--- src/rtl/switch_allocator.sv ---
// ============================================================================
// Module   : switch_allocator
// Purpose  : Wormhole switch allocator. One IDLE/LOCKED FSM per output with
//            round-robin selection. Optional per-output flit counters are
//            enabled by defining SWITCH_ALLOC_PERF_CNT_EN.
// Revision : 1.0 - initial release
// ============================================================================
`default_nettype none

module switch_allocator #(
    parameter int NUM_PORTS = 5,
    parameter int SEL_WIDTH = 3
) (
    input  logic                           clk,
    input  logic                           rst_n,
    input  logic [NUM_PORTS-1:0]           req_valid,
    input  logic [NUM_PORTS*SEL_WIDTH-1:0] req_port,
    input  logic [NUM_PORTS-1:0]           req_tail,
    input  logic [NUM_PORTS-1:0]           out_ready,
    output logic [NUM_PORTS-1:0]           grant,
    output logic [NUM_PORTS*SEL_WIDTH-1:0] xbar_sel,
    output logic [NUM_PORTS-1:0]           xbar_valid,
    output logic                           req_err
`ifdef SWITCH_ALLOC_PERF_CNT_EN
    ,
    output logic [NUM_PORTS*16-1:0]        flit_cnt
`endif
);

    localparam logic [0:0] c_IDLE   = 1'b0;
    localparam logic [0:0] c_LOCKED = 1'b1;

    logic [SEL_WIDTH-1:0] w_port      [NUM_PORTS];
    logic [NUM_PORTS-1:0] w_gnt_mat   [NUM_PORTS];
    logic [SEL_WIDTH-1:0] w_owner     [NUM_PORTS];
    logic [NUM_PORTS-1:0] w_locked;
    logic [NUM_PORTS-1:0] w_busy;
    logic [NUM_PORTS-1:0] w_bad;
    logic [NUM_PORTS-1:0] w_xv;
    logic                 r_req_err;

    // Cyclic index helper: v is always below 2*NUM_PORTS here.
    function automatic logic [SEL_WIDTH-1:0] f_wrap(input int v);
        return SEL_WIDTH'((v >= NUM_PORTS) ? (v - NUM_PORTS) : v);
    endfunction

    genvar gi;
    for (gi = 0; gi < NUM_PORTS; gi++) begin : g_in
        assign w_port[gi] = req_port[gi*SEL_WIDTH +: SEL_WIDTH];
        assign w_bad[gi]  = req_valid[gi] && (int'(w_port[gi]) >= NUM_PORTS);
    end

    // An input already owning some output may not be picked by another one.
    always_comb begin
        w_busy = '0;
        for (int i = 0; i < NUM_PORTS; i++) begin
            for (int o = 0; o < NUM_PORTS; o++) begin
                if (w_locked[o] && (w_owner[o] == SEL_WIDTH'(i))) begin
                    w_busy[i] = 1'b1;
                end
            end
        end
    end

    genvar go;
    for (go = 0; go < NUM_PORTS; go++) begin : g_out
        logic [0:0]           r_state;
        logic [0:0]           w_state_nxt;
        logic [SEL_WIDTH-1:0] r_owner;
        logic [SEL_WIDTH-1:0] w_owner_nxt;
        logic [SEL_WIDTH-1:0] r_rr_ptr;
        logic [SEL_WIDTH-1:0] w_rr_nxt;
        logic [NUM_PORTS-1:0] w_req;
        logic                 w_found;
        logic                 w_xfer;

        always_comb begin
            w_req = '0;
            for (int i = 0; i < NUM_PORTS; i++) begin
                w_req[i] = req_valid[i] && (w_port[i] == SEL_WIDTH'(go)) && !w_busy[i];
            end
        end

        assign w_xfer = (r_state == c_LOCKED) && req_valid[r_owner]
                        && (w_port[r_owner] == SEL_WIDTH'(go)) && out_ready[go];

        always_comb begin
            w_state_nxt = r_state;
            w_owner_nxt = r_owner;
            w_rr_nxt    = r_rr_ptr;
            w_found     = 1'b0;
            case (r_state)
                c_IDLE: begin
                    for (int k = 0; k < NUM_PORTS; k++) begin
                        if (!w_found && w_req[f_wrap(int'(r_rr_ptr) + k)]) begin
                            w_found     = 1'b1;
                            w_owner_nxt = f_wrap(int'(r_rr_ptr) + k);
                            w_state_nxt = c_LOCKED;
                        end
                    end
                end
                c_LOCKED: begin
                    if (w_xfer && req_tail[r_owner]) begin
                        w_state_nxt = c_IDLE;
                        w_rr_nxt    = f_wrap(int'(r_owner) + 1);
                    end
                end
                default: w_state_nxt = c_IDLE;
            endcase
        end

        always_ff @(posedge clk or negedge rst_n) begin
            if (!rst_n) begin
                r_state  <= c_IDLE;
                r_owner  <= '0;
                r_rr_ptr <= '0;
            end else begin
                r_state  <= w_state_nxt;
                r_owner  <= w_owner_nxt;
                r_rr_ptr <= w_rr_nxt;
            end
        end

        assign w_locked[go]  = (r_state == c_LOCKED);
        assign w_owner[go]   = r_owner;
        assign w_xv[go]      = w_xfer;
        assign w_gnt_mat[go] = w_xfer ? (NUM_PORTS'(1) << r_owner) : '0;
        assign xbar_sel[go*SEL_WIDTH +: SEL_WIDTH] = r_owner;
    end

    always_comb begin
        grant = '0;
        for (int o = 0; o < NUM_PORTS; o++) begin
            grant = grant | w_gnt_mat[o];
        end
    end

    assign xbar_valid = w_xv;

    always_ff @(posedge clk or negedge rst_n) begin
        if (!rst_n) begin
            r_req_err <= 1'b0;
        end else if (|w_bad) begin
            r_req_err <= 1'b1;
        end
    end

    assign req_err = r_req_err;

`ifdef SWITCH_ALLOC_PERF_CNT_EN
    genvar gc;
    for (gc = 0; gc < NUM_PORTS; gc++) begin : g_cnt
        logic [15:0] r_cnt;

        always_ff @(posedge clk or negedge rst_n) begin
            if (!rst_n) begin
                r_cnt <= '0;
            end else if (w_xv[gc]) begin
                r_cnt <= r_cnt + 16'd1;
            end
        end

        assign flit_cnt[gc*16 +: 16] = r_cnt;
    end
`endif

endmodule

`default_nettype wire

--- config.mk ---
export PLATFORM = sky130hd
export DESIGN_NAME = switch_allocator
export DESIGN_NICKNAME = d
export VERILOG_FILES = /design/src/rtl/switch_allocator.sv
export SDC_FILE = /design/constraint.sdc
export NUM_CORES = 1
export LEC_CHECK = 0
export ABC_AREA = 1
export CAP_MARGIN = 10
export CORE_UTILIZATION = 45
export DETAILED_ROUTE_END_ITERATION = 6
export HOLD_SLACK_MARGIN = 0.15
export PLACE_DENSITY = 0.61
export SYNTH_ARGS = -nofsm -noshare
export SYNTH_HDL_FRONTEND = slang
export SYNTH_SLANG_ARGS = --single-unit
export TNS_END_PERCENT = 10
--- constraint.sdc ---
create_clock -name clk -period 4.73 [get_ports clk]
set_input_delay 0.946 -clock clk [delete_from_list [all_inputs] [get_ports clk]]
set_output_delay 0.946 -clock clk [all_outputs]
set_load 0.03 [all_outputs]
==> key figures <==
Clocking
  • CTS Buf Count: 5
  • Number of H-tree levels: 2
  • Clock Tree Buf Depth: 2
  • Clock root buffer: clkbuf_16
  • Worst skew pair latency: 290 ps
  • # hold bufs at CTS: 0
  • Clock sink count: 36
  • Post_cts resized: 0
  • Clock-pin slew of the registers on the worst-case setup and hold paths: 50 ps
  • CTS tree: yes

Global route
  • Vias in the first global route: 7,888
  • Largest net degree at the start of global routing: 37
  • Total GRT Usage: 27.8%
  • First-pass GRT wire length: 39,900 µm
  • Grt total ovfl: 0
  • Initial antenna violation count: 0

Critical path
  • CP startpoint: req_port[4]
  • Critical-path top delay cell: clkdlybuf4s50_1
  • Worst setup path endpoint: grant[0]
  • Worst-path fanout max: 6
  • Crit path launch type: primary input
  • Critical path's top delay family: buffers and inverters
  • R2R cell count: 16
  • Reg2reg end: g_out[0].r_owner[2]
  • CP endpoint kind: output pin
  • CP Buf/Inv Count: 3
  • Worst Path Arrival: between 3000 and 4000 ps
  • Crit path top cell by count: clkdlybuf4s50_1
  • Critical R2R Launch: g_out[0].r_owner[0]
  • WS Path Type: primary input to output pin
  • WP depth: 11
  • CP required: approximately 3800 ps
  • Crit-path cells: clkdlybuf4s50_1 -> nor2_1 -> inv_1 -> nor3_1 -> o31ai_1 -> a21oi_1 -> o311ai_1 -> o21ai_0 -> a31oi_1 -> nand3_1 -> clkdlybuf4s50_1
  • R2R Setup Slk: 1380 ps
  • CP peak stage delay: just under 700 ps

STA
  • Final Hold Fails: 0
  • Final Skew: 9.46 ps
  • Fmax: 219 MHz
  • Worst slew pin tran: 899 ps
  • Setup TNS: 0 ps
  • Slew Limit Fails: 0
  • Tmin final: ~4600 ps
  • Period Utilization, post-route: 96.4%
  • Count of final setup violators: 0
  • RSZ-0062 raised after global routing: false
  • Slew headroom: between 40 and 50%

Yosys
  • Synthesized area: 7850 µm²
  • Netlist cell types: 56
  • Primary FF master, synth: dfrtp_1
  • Synth async-reset ratio: 100%
  • Cell count after synthesis: approximately 1,300
  • Synth Area per Inst: between 5 and 6 µm²
  • Yosys reg bits: 36
  • Seq/Total Area, Yosys: 11.5%
  • Synth Warn #: 0
  • Syn nets: 1,434
  • Count of flip-flops with a built-in enable after synthesis: 0

Floorplanning
  • Total die area: 18,000 µm²
  • Core Footprint: 16,800 µm²
  • Top Ports: slightly below 60
  • Die Width: 134 µm
  • Initial Utilization: 46.7%
  • Die Span Y: 134 µm
  • Num rows: 47

Routing
  • Antenna-violating nets left: 0
  • DRT Pass-1 Iters: 7
  • Starting DRT DRC Count: 586
  • Detailed-route DRC error count: 0
  • Detailed Route WL: 24,400 µm
  • Via count: roughly 8,700
  • Wirelength per Cell: 15.2 µm
  • Vias/cell: 5.46

Final layout
  • Multi-input logic area: 6170 µm²
  • Share of layout cells above drive strength 1: between 8 and 9%
  • Most common cell after layout, fill and taps aside: nand2_1
  • Register area: 901 µm²
  • Commonest cells after routing, fill and taps aside: 365 x nand2_1, 172 x nand3_1, 160 x inv_1
  • # fillers: 1,838
  • Area Overhead vs Synth: 12.4%
  • Number of diodes: 0
  • Post-layout nets: between 1,000 and 1,500

Outcome
  • Status: finished, final reports clean

Hold path
  • Hold WC Path Type: flop to flop

Placement
  • HPWL after DPL: between 20,000 and 25,000 µm
  • IO buf count: 57
  • RD Place Congestion: about 0.96

Job
  • Maximum Capacitance Violations: 0
-- tightest hold or removal path: stages, from the launching register on --
cell      delay (ps)
dfrtp_1          370
nor3_1            60
o311ai_0          70
-- layout make-up --
| class | count | share of cell area (%) |
|---|---|---|
| sequential | 36 | 10.2 |
| multi-input combinational | 1091 | 69.9 |
| timing repair buffer | 67 | 7.26 |
| clock buffer | 6 | 1.46 |
| inverter | 179 | 7.61 |
| tap | 220 | 3.12 |
| clock inverter | 2 | 0.397 |
-- cell usage after synthesis (2+ instances only) --
master	number	share of area, %
nand2_4	7	1.0
xnor2_1	6	0.67
o21ai_0	75	4.8
buf_4	9	0.86
nand3b_2	2	0.29
o21bai_2	2	0.29
and3_1	2	0.16
a21oi_1	48	3.1
nand3_2	20	2.6
nor2_2	9	0.72
clkbuf_1	3	0.14
nand3_1	172	11
nor2_1	122	5.8
o22ai_1	6	0.48
inv_2	13	0.62
a21oi_2	2	0.22
o21a_1	6	0.57
o21bai_1	5	0.48
nand2_2	17	1.4
a21oi_4	2	0.41
inv_1	160	7.7
ha_1	75	12
o21ai_2	3	0.33
o211ai_1	15	1.4
a31oi_1	2	0.16
or2_2	3	0.24
a22oi_1	3	0.29
nor2_4	7	1.0
fa_1	5	1.3
nand2_1	365	17
nand4_1	20	1.6
nor3_1	18	1.1
buf_2	3	0.19
o311ai_0	2	0.22
nand3b_1	18	1.7
o21ai_1	11	0.70
dfrtp_1	36	11
clkinv_1	6	0.29
xor2_1	22	2.5
o31ai_1	4	0.38
-- kinds of logic after synthesis --
kind of cell	count (synthesis)	share of synthesized area, %
buf+inv	195	9.90
fa+ha+maj	80	13.2
flops	36	11.5
xor+xnor	28	3.12
simple gates	788	47.1
mux	1	0.143
compound gates	194	15.0
-- routing by layer --
layer  vias up  share of wire, %  track usage [%]
met5         -                 0                0
met4         0               3.7             10.3
met3        55               5.3             3.06
met2       245                43             43.8
met1      3969                48             38.9
li1       4478                 -                -
-- repair_timing --
action                                  in CTS  in global routing
endpoints found under the setup margin       0                  3
endpoints found under the hold margin        0                  0
setup buffers                                0                  1
-- worst min path at each step --
| stage | start | end | depth (start not counted) |
|---|---|---|---|
| final | req_err | req_err | 2 |
| after detailed placement | req_err | req_err | 2 |
| after floorplan | g_out[0].r_state | g_out[0].r_state | 2 |
| after global placement | req_err | req_err | 2 |
| after global routing | req_err | req_err | 2 |
| after CTS | req_err | req_err | 2 |
-- registers in the layout (all words and copies together) (netlist names) --
| name | count |
|---|---|
| g_out.r_owner | 15 |
| g_out.r_rr_ptr | 15 |
| g_out.r_state | 5 |
| req_err | 1 |
-- metrics by stage --
step	util, %	setup WS [ps]	cell area (µm²)	std cells	hold WS [ps]
finish	52.5	172	8820	1601	545
global placement	51.5	241	8650	1592	545
floorplan	-	1500	7850	1322	544
detailed placement	51.5	194	8650	1592	540
global route	52.5	38.0	8820	1601	563
CTS	52.4	183	8820	1600	552
Power is not shown: default switching activity piles up to over one toggle a cycle in this logic, so the estimate is an artifact.
